==> src/rtl/hdcpu_console_seq.sv <==
// Console control sequencer: decodes mode switches and issues one registered
// cycle of datapath strobes per accepted START step.
module hdcpu_console_seq #(
  parameter int DW   = 8,
  parameter int NREG = 4,
  parameter int RW   = $clog2(NREG)
) (
  input  logic          T3,
  input  logic          CLR,
  input  logic [2:0]    SW,
  input  logic          START,
  input  logic [DW-1:0] SWD,
  output logic [DW-1:0] SBUS_DATA,
  output logic          LAR,
  output logic          MEMW,
  output logic          MBUS,
  output logic          ARINC,
  output logic          SBUS,
  output logic          DRW,
  output logic          SELCTL,
  output logic [RW-1:0] SEL_WR,
  output logic [RW-1:0] SEL_A,
  output logic [RW-1:0] SEL_B,
  output logic          STOP,
  output logic          ST0,
  output logic          WRAP,
  output logic          RUN_EN,
  output logic          MODE_ERR
);

  typedef enum logic [2:0] {
    M_RUN  = 3'd0,
    M_WMEM = 3'd1,
    M_RMEM = 3'd2,
    M_RREG = 3'd3,
    M_WREG = 3'd4
  } mode_e;

  mode_e         r_mode, w_mode_n;
  logic          r_st0, w_st0_n;
  logic [RW-1:0] r_idx, w_idx_n, w_idx_p1, w_idx_p2;
  logic          w_lar, w_memw, w_mbus, w_arinc, w_sbus, w_drw, w_selctl, w_stop, w_wrap;
  logic [RW-1:0] w_sel_wr, w_sel_a, w_sel_b;

  assign w_idx_p1 = r_idx + RW'(1);
  assign w_idx_p2 = w_idx_p1 + RW'(1);

  always_comb begin
    w_mode_n = r_mode;
    w_st0_n  = r_st0;
    w_idx_n  = r_idx;
    w_lar    = 1'b0;
    w_memw   = 1'b0;
    w_mbus   = 1'b0;
    w_arinc  = 1'b0;
    w_sbus   = 1'b0;
    w_drw    = 1'b0;
    w_selctl = 1'b0;
    w_stop   = 1'b0;
    w_wrap   = 1'b0;
    w_sel_wr = '0;
    w_sel_a  = '0;
    w_sel_b  = '0;
    // A switch change flushes the sequence and swallows any START this cycle.
    if (SW != r_mode) begin
      w_mode_n = mode_e'(SW);
      w_st0_n  = 1'b0;
      w_idx_n  = '0;
    end else if (START) begin
      case (r_mode)
        M_WMEM: begin
          w_stop = 1'b1; w_selctl = 1'b1; w_sbus = 1'b1;
          if (!r_st0) begin
            w_lar = 1'b1; w_st0_n = 1'b1;
          end else begin
            w_memw = 1'b1; w_arinc = 1'b1;
          end
        end
        M_RMEM: begin
          w_stop = 1'b1; w_selctl = 1'b1;
          if (!r_st0) begin
            w_sbus = 1'b1; w_lar = 1'b1; w_st0_n = 1'b1;
          end else begin
            w_mbus = 1'b1; w_arinc = 1'b1;
          end
        end
        M_RREG: begin
          w_stop = 1'b1; w_selctl = 1'b1; w_st0_n = 1'b1;
          w_sel_a = r_idx;
          w_sel_b = w_idx_p1;
          w_idx_n = w_idx_p2;
          w_wrap  = (w_idx_p2 == '0);
        end
        M_WREG: begin
          w_stop = 1'b1; w_selctl = 1'b1; w_sbus = 1'b1; w_drw = 1'b1; w_st0_n = 1'b1;
          w_sel_wr = r_idx;
          w_idx_n  = w_idx_p1;
          w_wrap   = (r_idx == RW'(NREG-1));
        end
        default: ;
      endcase
    end
  end

  always_ff @(posedge T3) begin
    RUN_EN   <= (SW == 3'd0);
    MODE_ERR <= (SW >= 3'd5);
    if (CLR) begin
      r_mode    <= mode_e'(SW);
      r_st0     <= 1'b0;
      r_idx     <= '0;
      LAR       <= 1'b0;
      MEMW      <= 1'b0;
      MBUS      <= 1'b0;
      ARINC     <= 1'b0;
      SBUS      <= 1'b0;
      DRW       <= 1'b0;
      SELCTL    <= 1'b0;
      STOP      <= 1'b0;
      WRAP      <= 1'b0;
      SEL_WR    <= '0;
      SEL_A     <= '0;
      SEL_B     <= '0;
      SBUS_DATA <= '0;
    end else begin
      r_mode    <= w_mode_n;
      r_st0     <= w_st0_n;
      r_idx     <= w_idx_n;
      LAR       <= w_lar;
      MEMW      <= w_memw;
      MBUS      <= w_mbus;
      ARINC     <= w_arinc;
      SBUS      <= w_sbus;
      DRW       <= w_drw;
      SELCTL    <= w_selctl;
      STOP      <= w_stop;
      WRAP      <= w_wrap;
      SEL_WR    <= w_sel_wr;
      SEL_A     <= w_sel_a;
      SEL_B     <= w_sel_b;
      SBUS_DATA <= w_sbus ? SWD : '0;
    end
  end

  assign ST0 = r_st0;

endmodule

==> config.mk <==
export PLATFORM = sky130hd
export DESIGN_NAME = hdcpu_console_seq
export DESIGN_NICKNAME = d
export VERILOG_FILES = /design/src/rtl/hdcpu_console_seq.sv
export SDC_FILE = /design/constraint.sdc
export NUM_CORES = 1
export LEC_CHECK = 0
export CAP_MARGIN = 25
export CORE_MARGIN = 4
export CORE_UTILIZATION = 45
export CTS_CLUSTER_SIZE = 24
export DETAILED_ROUTE_END_ITERATION = 10
export DONT_BUFFER_PORTS = 1
export HOLD_SLACK_MARGIN = 0.15
export PLACE_DENSITY_LB_ADDON = 0.1
export SETUP_SLACK_MARGIN = 0.15
export SYNTH_ARGS = -nofsm -noshare
export SYNTH_HDL_FRONTEND = slang
export SYNTH_SLANG_ARGS = --single-unit
==> constraint.sdc <==
create_clock -name T3 -period 1.4 [get_ports T3]
set_input_delay 0.28 -clock T3 [delete_from_list [all_inputs] [get_ports T3]]
set_output_delay 0.28 -clock T3 [all_outputs]
set_load 0.1 [all_outputs]
# Word level (Yosys, flattened, before mapping)
# Cells that the tools add are included.
[classes] addsub=2 bitwise_logic=7 reduce_logical=17 n_mux=11 n_lt_le_gt_ge=1 n_eq_ne=6
[op_table] cell="4-bit OR reduction" count=6
[op_table] cell="2-bit OR reduction" count=4
[op_table] cell="1-bit inverter" count=7
[op_table] cell="3-bit by 2-bit equality test with 1-bit output, second input constant" count=2
[op_table] cell="1-bit 2-to-1 mux" count=6
[op_table] cell="3-bit 2-to-1 mux" count=2
[op_table] cell="2-bit by 1-bit adder with 2-bit output, second input constant" count=2
[op_table] cell="1-bit one-hot mux with 2 select lines" count=2
[op_table] cell="2-bit one-hot mux with 2 select lines" count=1
[op_table] cell="2-bit AND reduction" count=2
[op_table] cell="2-bit nonzero test" count=2
[op_table] cell="3-bit by 1-bit equality test with 1-bit output, second input constant" count=1
[op_table] cell="3-bit equality test, second input constant" count=1
[op_table] cell="3-bit >= comparator, second input constant" count=1
[op_table] cell="3-bit zero test" count=1
[op_table] cell="3-bit != test" count=1
[op_table] cell="3-bit OR reduction" count=1
[op_table] cell="2-bit equality test, second input constant" count=1
[op_table] cell="2-bit zero test" count=1
[totals] elab_cells=61 input_bits=14 out_inout_bits=26 reg_bits=30

# Logic depth before layout (Yosys ltp)
[depth] ltp_word=7 depth_mapped=6 depth_no_buf=5

# Worst setup path after synthesis
# No wires, ideal clock.
[synth_timing] kind="reg-to-reg" from="register r_st0, in the netlist ST0" to="register SBUS_DATA[0]" required_time_ns=1.285 arrival_time_ns=1.668 setup_ns=0.115 synth_period_minus_slack_ns=1.783 path_buffers=0 path_stages_with_launch=5 setup_slack_ns=-0.383 cell_sequence="dfxtp_1 > or3b_1 > a21oi_1 > o211a_4 > and2_1"
[synth_between] elab_chain_len=6
[synth_lines] element="start, declared" line="40" rtl="logic r_st0, w_st0_n;"
[synth_lines] element="start signal, assigned" line="127" rtl="r_st0 <= w_st0_n;"
[synth_lines] element="1-bit 2-to-1 mux" line="81" rtl="if (!r_st0) begin"
[synth_lines] element="1-bit one-hot mux with 2 select lines" line="70" rtl="case (r_mode)"
[synth_lines] element="1-bit 2-to-1 mux" line="69" rtl="end else if (START) begin"
[synth_lines] element="1-bit 2-to-1 mux" line="65" rtl="if (SW != r_mode) begin"
[synth_lines] element="1-bit inverter (no line)"
[synth_lines] element="2-bit OR reduction (no line)"
[synth_lines] element="end signal, assigned" line="141" rtl="SBUS_DATA <= w_sbus ? SWD : '0;"
[synth_lines] element="end, declared" line="13" rtl="output logic [DW-1:0] SBUS_DATA,"
# No other way between the ends.
# A chain may end at the register's enable or synchronous reset.

# Final worst setup path
[layout_timing] from="register r_mode[2]" to="register SBUS_DATA[0]"
[layout_between] elab_chain_len=7 word_cells_on_any_way=10 cone_classes="eq/ne (4); mux (3); bitwise (1); reduce/logical (2)"
[layout_lines] element="start, declared" line="39" rtl="mode_e r_mode, w_mode_n;"
[layout_lines] element="start signal, assigned" line="109" rtl="r_mode <= mode_e'(SW);"
[layout_lines] element="start signal, assigned" line="126" rtl="r_mode <= w_mode_n;"
[layout_lines] element="3-bit by 1-bit equality test with 1-bit output or 3-bit equality test (tied branches)" line="70"
[layout_lines] element="2-bit OR reduction (no line)"
[layout_lines] element="1-bit one-hot mux with 2 select lines" line="70"
[layout_lines] element="1-bit 2-to-1 mux" line="69"
[layout_lines] element="1-bit 2-to-1 mux *" line="65"
[layout_lines] element="1-bit inverter (no line) *"
[layout_lines] element="2-bit OR reduction (no line) *"
# Mark *: on every way between the ends. The rest lies on a longest branch, timed or not.

==> results.sh <==
export IMPL_synthAdderAreaFrac=0.0242
export IMPL_drive_gt1_frac=0.459
export IMPL_hold_path_class="in -> reg"
export IMPL_power_density_mw_per_mm2=1020
export IMPL_htreeDepth=2
export IMPL_clock_latency_ns=0.33
export IMPL_ios=40
export IMPL_final_common_cell="buf_4"
export IMPL_slew_headroom=0.720
export IMPL_synth_top_family_by_area="simple AND/OR/NAND/NOR gates"
export IMPL_seq_area_frac_synth=0.609
export IMPL_cts_clk_slew_worst_paths_ns=0.10
export IMPL_synth_xor_area_frac=0.0508
export IMPL_cts_max_path_buffers=2
export IMPL_violations="negative setup slack"
export IMPL_max_stage_delay_ns=0.41
export IMPL_syn_to_final_growth_pct=64.1
export IMPL_yosys_warnings=0
export IMPL_fp_row_count=17
export IMPL_cp_common_cell="buf_4"
export IMPL_start_util=0.472
export IMPL_finalClockSkew_ns=0.00990
export IMPL_antenna_found_initial=0
export IMPL_maxCapViolCount=0
export IMPL_fin_util=0.775
export IMPL_cts_num_sinks=30
export IMPL_grt_pass1_wl_um=3580
export IMPL_final_nets=163
export IMPL_path_max_fanout=5
export IMPL_grtUsageTotal=0.156
export IMPL_path_cells="buf_4 > xor2_2 > nor4_4 > buf_4 > o211a_4 > and2_1"
export IMPL_die_h_um=56.0
export IMPL_max_freq_mhz=627
export IMPL_worst_setup_path_type="reg -> reg"
export IMPL_crit_slowest_cell="edfxtp_1"
export IMPL_report_final_setup_viol=28
export IMPL_drtPass1Iterations=4
export IMPL_grt_overflow=0
export IMPL_n_antenna_cell=0
export IMPL_synth_compound_area_frac=0.0593
export IMPL_root_buffer="clkbuf_4"
export IMPL_die_w_um=56.0
export IMPL_yosys_area_share_simple=0.222
export IMPL_coreArea_mm2=0.00219
export IMPL_run_status="finished, violations left"
export IMPL_syn_inst=91
export IMPL_tightest_slew_ns=0.419
export IMPL_synth_distinct_cells=29
export IMPL_period_needed_ns=1.59
export IMPL_drt_iter0_drc=7
export IMPL_grt_max_degree=11
export IMPL_route_detailed_wl_per_inst_um=13.5
export IMPL_start_kind="register"
export IMPL_final_max_slew_viol_count=0
export IMPL_vias=823
export IMPL_worstPathRequired_ns=1.68
export IMPL_fin_area_mm2=0.00170
export IMPL_crit_buf_inv=2
export IMPL_worstSetupEndpointType="register"
export IMPL_synth_seq_cells=30
export IMPL_cts_tree="built"
export IMPL_dieArea_mm2=0.00313
export IMPL_yosysTopAreaCell="dfxtp_1"
export IMPL_cp_top_family="simple AND/OR/NAND/NOR gates"
export IMPL_netlist_area_mm2=0.00103
export IMPL_synthMuxAreaShare=0
export IMPL_hpwlAfterDp_um=1450
export IMPL_syn_area_per_cell_um2=11.4
export IMPL_finalCritPeriodShare=1.14
export IMPL_p_leak_nw=0.741
export IMPL_post_place_ws_ns=-0.152
export IMPL_vias_per_cell=4.68
export IMPL_drc=0
export IMPL_drtAntennaViolNets=0
export IMPL_totalWireLength_um=2380
export IMPL_worstPathArrival_ns=1.88
export IMPL_irDropWorstVdd_mv=0.786
export IMPL_fin_setup_tns_ns=-3.50
export IMPL_syn_nets=107
export IMPL_fin_ws_ns=-0.194
export IMPL_ys_top_cells_by_area="dfxtp_1 (52%), edfxtp_1 (8.7%), and2_1 (5.4%)"
export IMPL_dpl_cell_area_mm2=0.00131
export IMPL_hold_viol=0
export IMPL_numPortBuffers=0
export IMPL_layout_common_cells="buf_4 (26), dfxtp_1 (25), dlygate4sd3_1 (13)"
export IMPL_grt_pass1_vias=791
export IMPL_gp_congestion=0.794
export IMPL_rsz0062_at_grt="true"
export IMPL_numCtsBuffers=5
export IMPL_synth_top_area_frac=0.522
## metal layers
metal,GRT usage,vias to the layer above,wire [µm]
met5,0,-,0
met4,0.0814,0,67
met3,0.0951,5,235
met2,0.269,33,1280
met1,0.143,370,796
li1,-,415,-
## cell usage after synthesis
| cell | instances |
|---|---|
| o21ai_0 | 2 |
| a21oi_1 | 2 |
| and2_1 | 9 |
| inv_1 | 2 |
| and3_1 | 2 |
| nor4_4 | 1 |
| o211a_4 | 1 |
| ha_1 | 2 |
| inv_2 | 1 |
| nor2_2 | 1 |
| or3b_1 | 1 |
| o31ai_1 | 1 |
| dfxtp_1 | 27 |
| xnor2_1 | 2 |
| xor2_1 | 4 |
| nand2_1 | 3 |
| nor3b_1 | 4 |
| nand2b_1 | 1 |
| buf_6 | 1 |
| nor2_1 | 10 |
| edfxtp_1 | 3 |
| nor3_1 | 3 |
| buf_4 | 1 |
| nand3_1 | 2 |
| and3b_1 | 1 |
| buf_2 | 1 |
| o21a_1 | 1 |
| nor2b_1 | 1 |
| a32oi_1 | 1 |
## registers in the layout (all words and copies together) (netlist names)
signal     cells
SBUS_DATA      8
STOP           1
DRW            1
RUN_EN         1
WRAP           1
SBUS           1
ARINC          1
LAR            1
MODE_ERR       1
MEMW           1
MBUS           1
ST0            1
SEL_B          2
r_mode         3
r_idx          2
SEL_WR         2
SEL_A          2
## what timing repair did
item | CTS | global route
hold buffers | 12 | 1
pin swaps | 5 | 1
endpoints found under the setup margin | 29 | 36
endpoints found under the hold margin | 17 | 2
cloned | 0 | 1
gates resized for setup | 8 | 22
buffers inserted | 5 | 1
## worst paths after layout
kind / start / to / slack [ns] / cells after the start
setup / recovery: r_mode[2] / SBUS_DATA[0] / -0.19 / 6
hold / removal: START / r_idx[1] / 0.17 / 2
setup reg to reg: r_mode[2] / SBUS_DATA[0] / -0.19 / 6
hold reg to reg: r_idx[0] / SEL_B[0] / 0.49 / 1
## stage by stage
step	cells	power, mW	hold slack (ns)
after CTS	173	1.71	0.157
after global routing	176	1.80	0.197
after global placement	148	1.07	0.354
after detailed placement	148	1.07	0.356
final	176	1.72	0.168
after floorplan	91	1.03	0.351
## kinds of logic (layout without fill, tap and decap cells)
group                    count (synthesis)  after routing
buffers and inverters                    6             62
AND/OR/NAND/NOR                         39             39
flip-flops                              30             30
AO/OA/AOI/OAI                            8              9
adder cells (fa/ha/maj)                  2              2
XOR/XNOR                                 6              6
## report_power, final
group | internal, mW | total [mW] | switching (mW) | leakage [nW]
Sequential | 0.880 | 0.891 | 0.0108 | 0.251
Clock | 0.298 | 0.592 | 0.294 | 0.0431
Combinational | 0.104 | 0.242 | 0.138 | 0.447
## cell type report
type,count,area [µm²]
clock inverter,2,10.0
clock buffer,6,62.6
timing repair buffer,51,478
fill,150,493
tap,28,35.0
inverter,3,11.3
multi-input combinational,56,465
sequential,30,636
No activity file was read; power rests on OpenSTA's default activity.
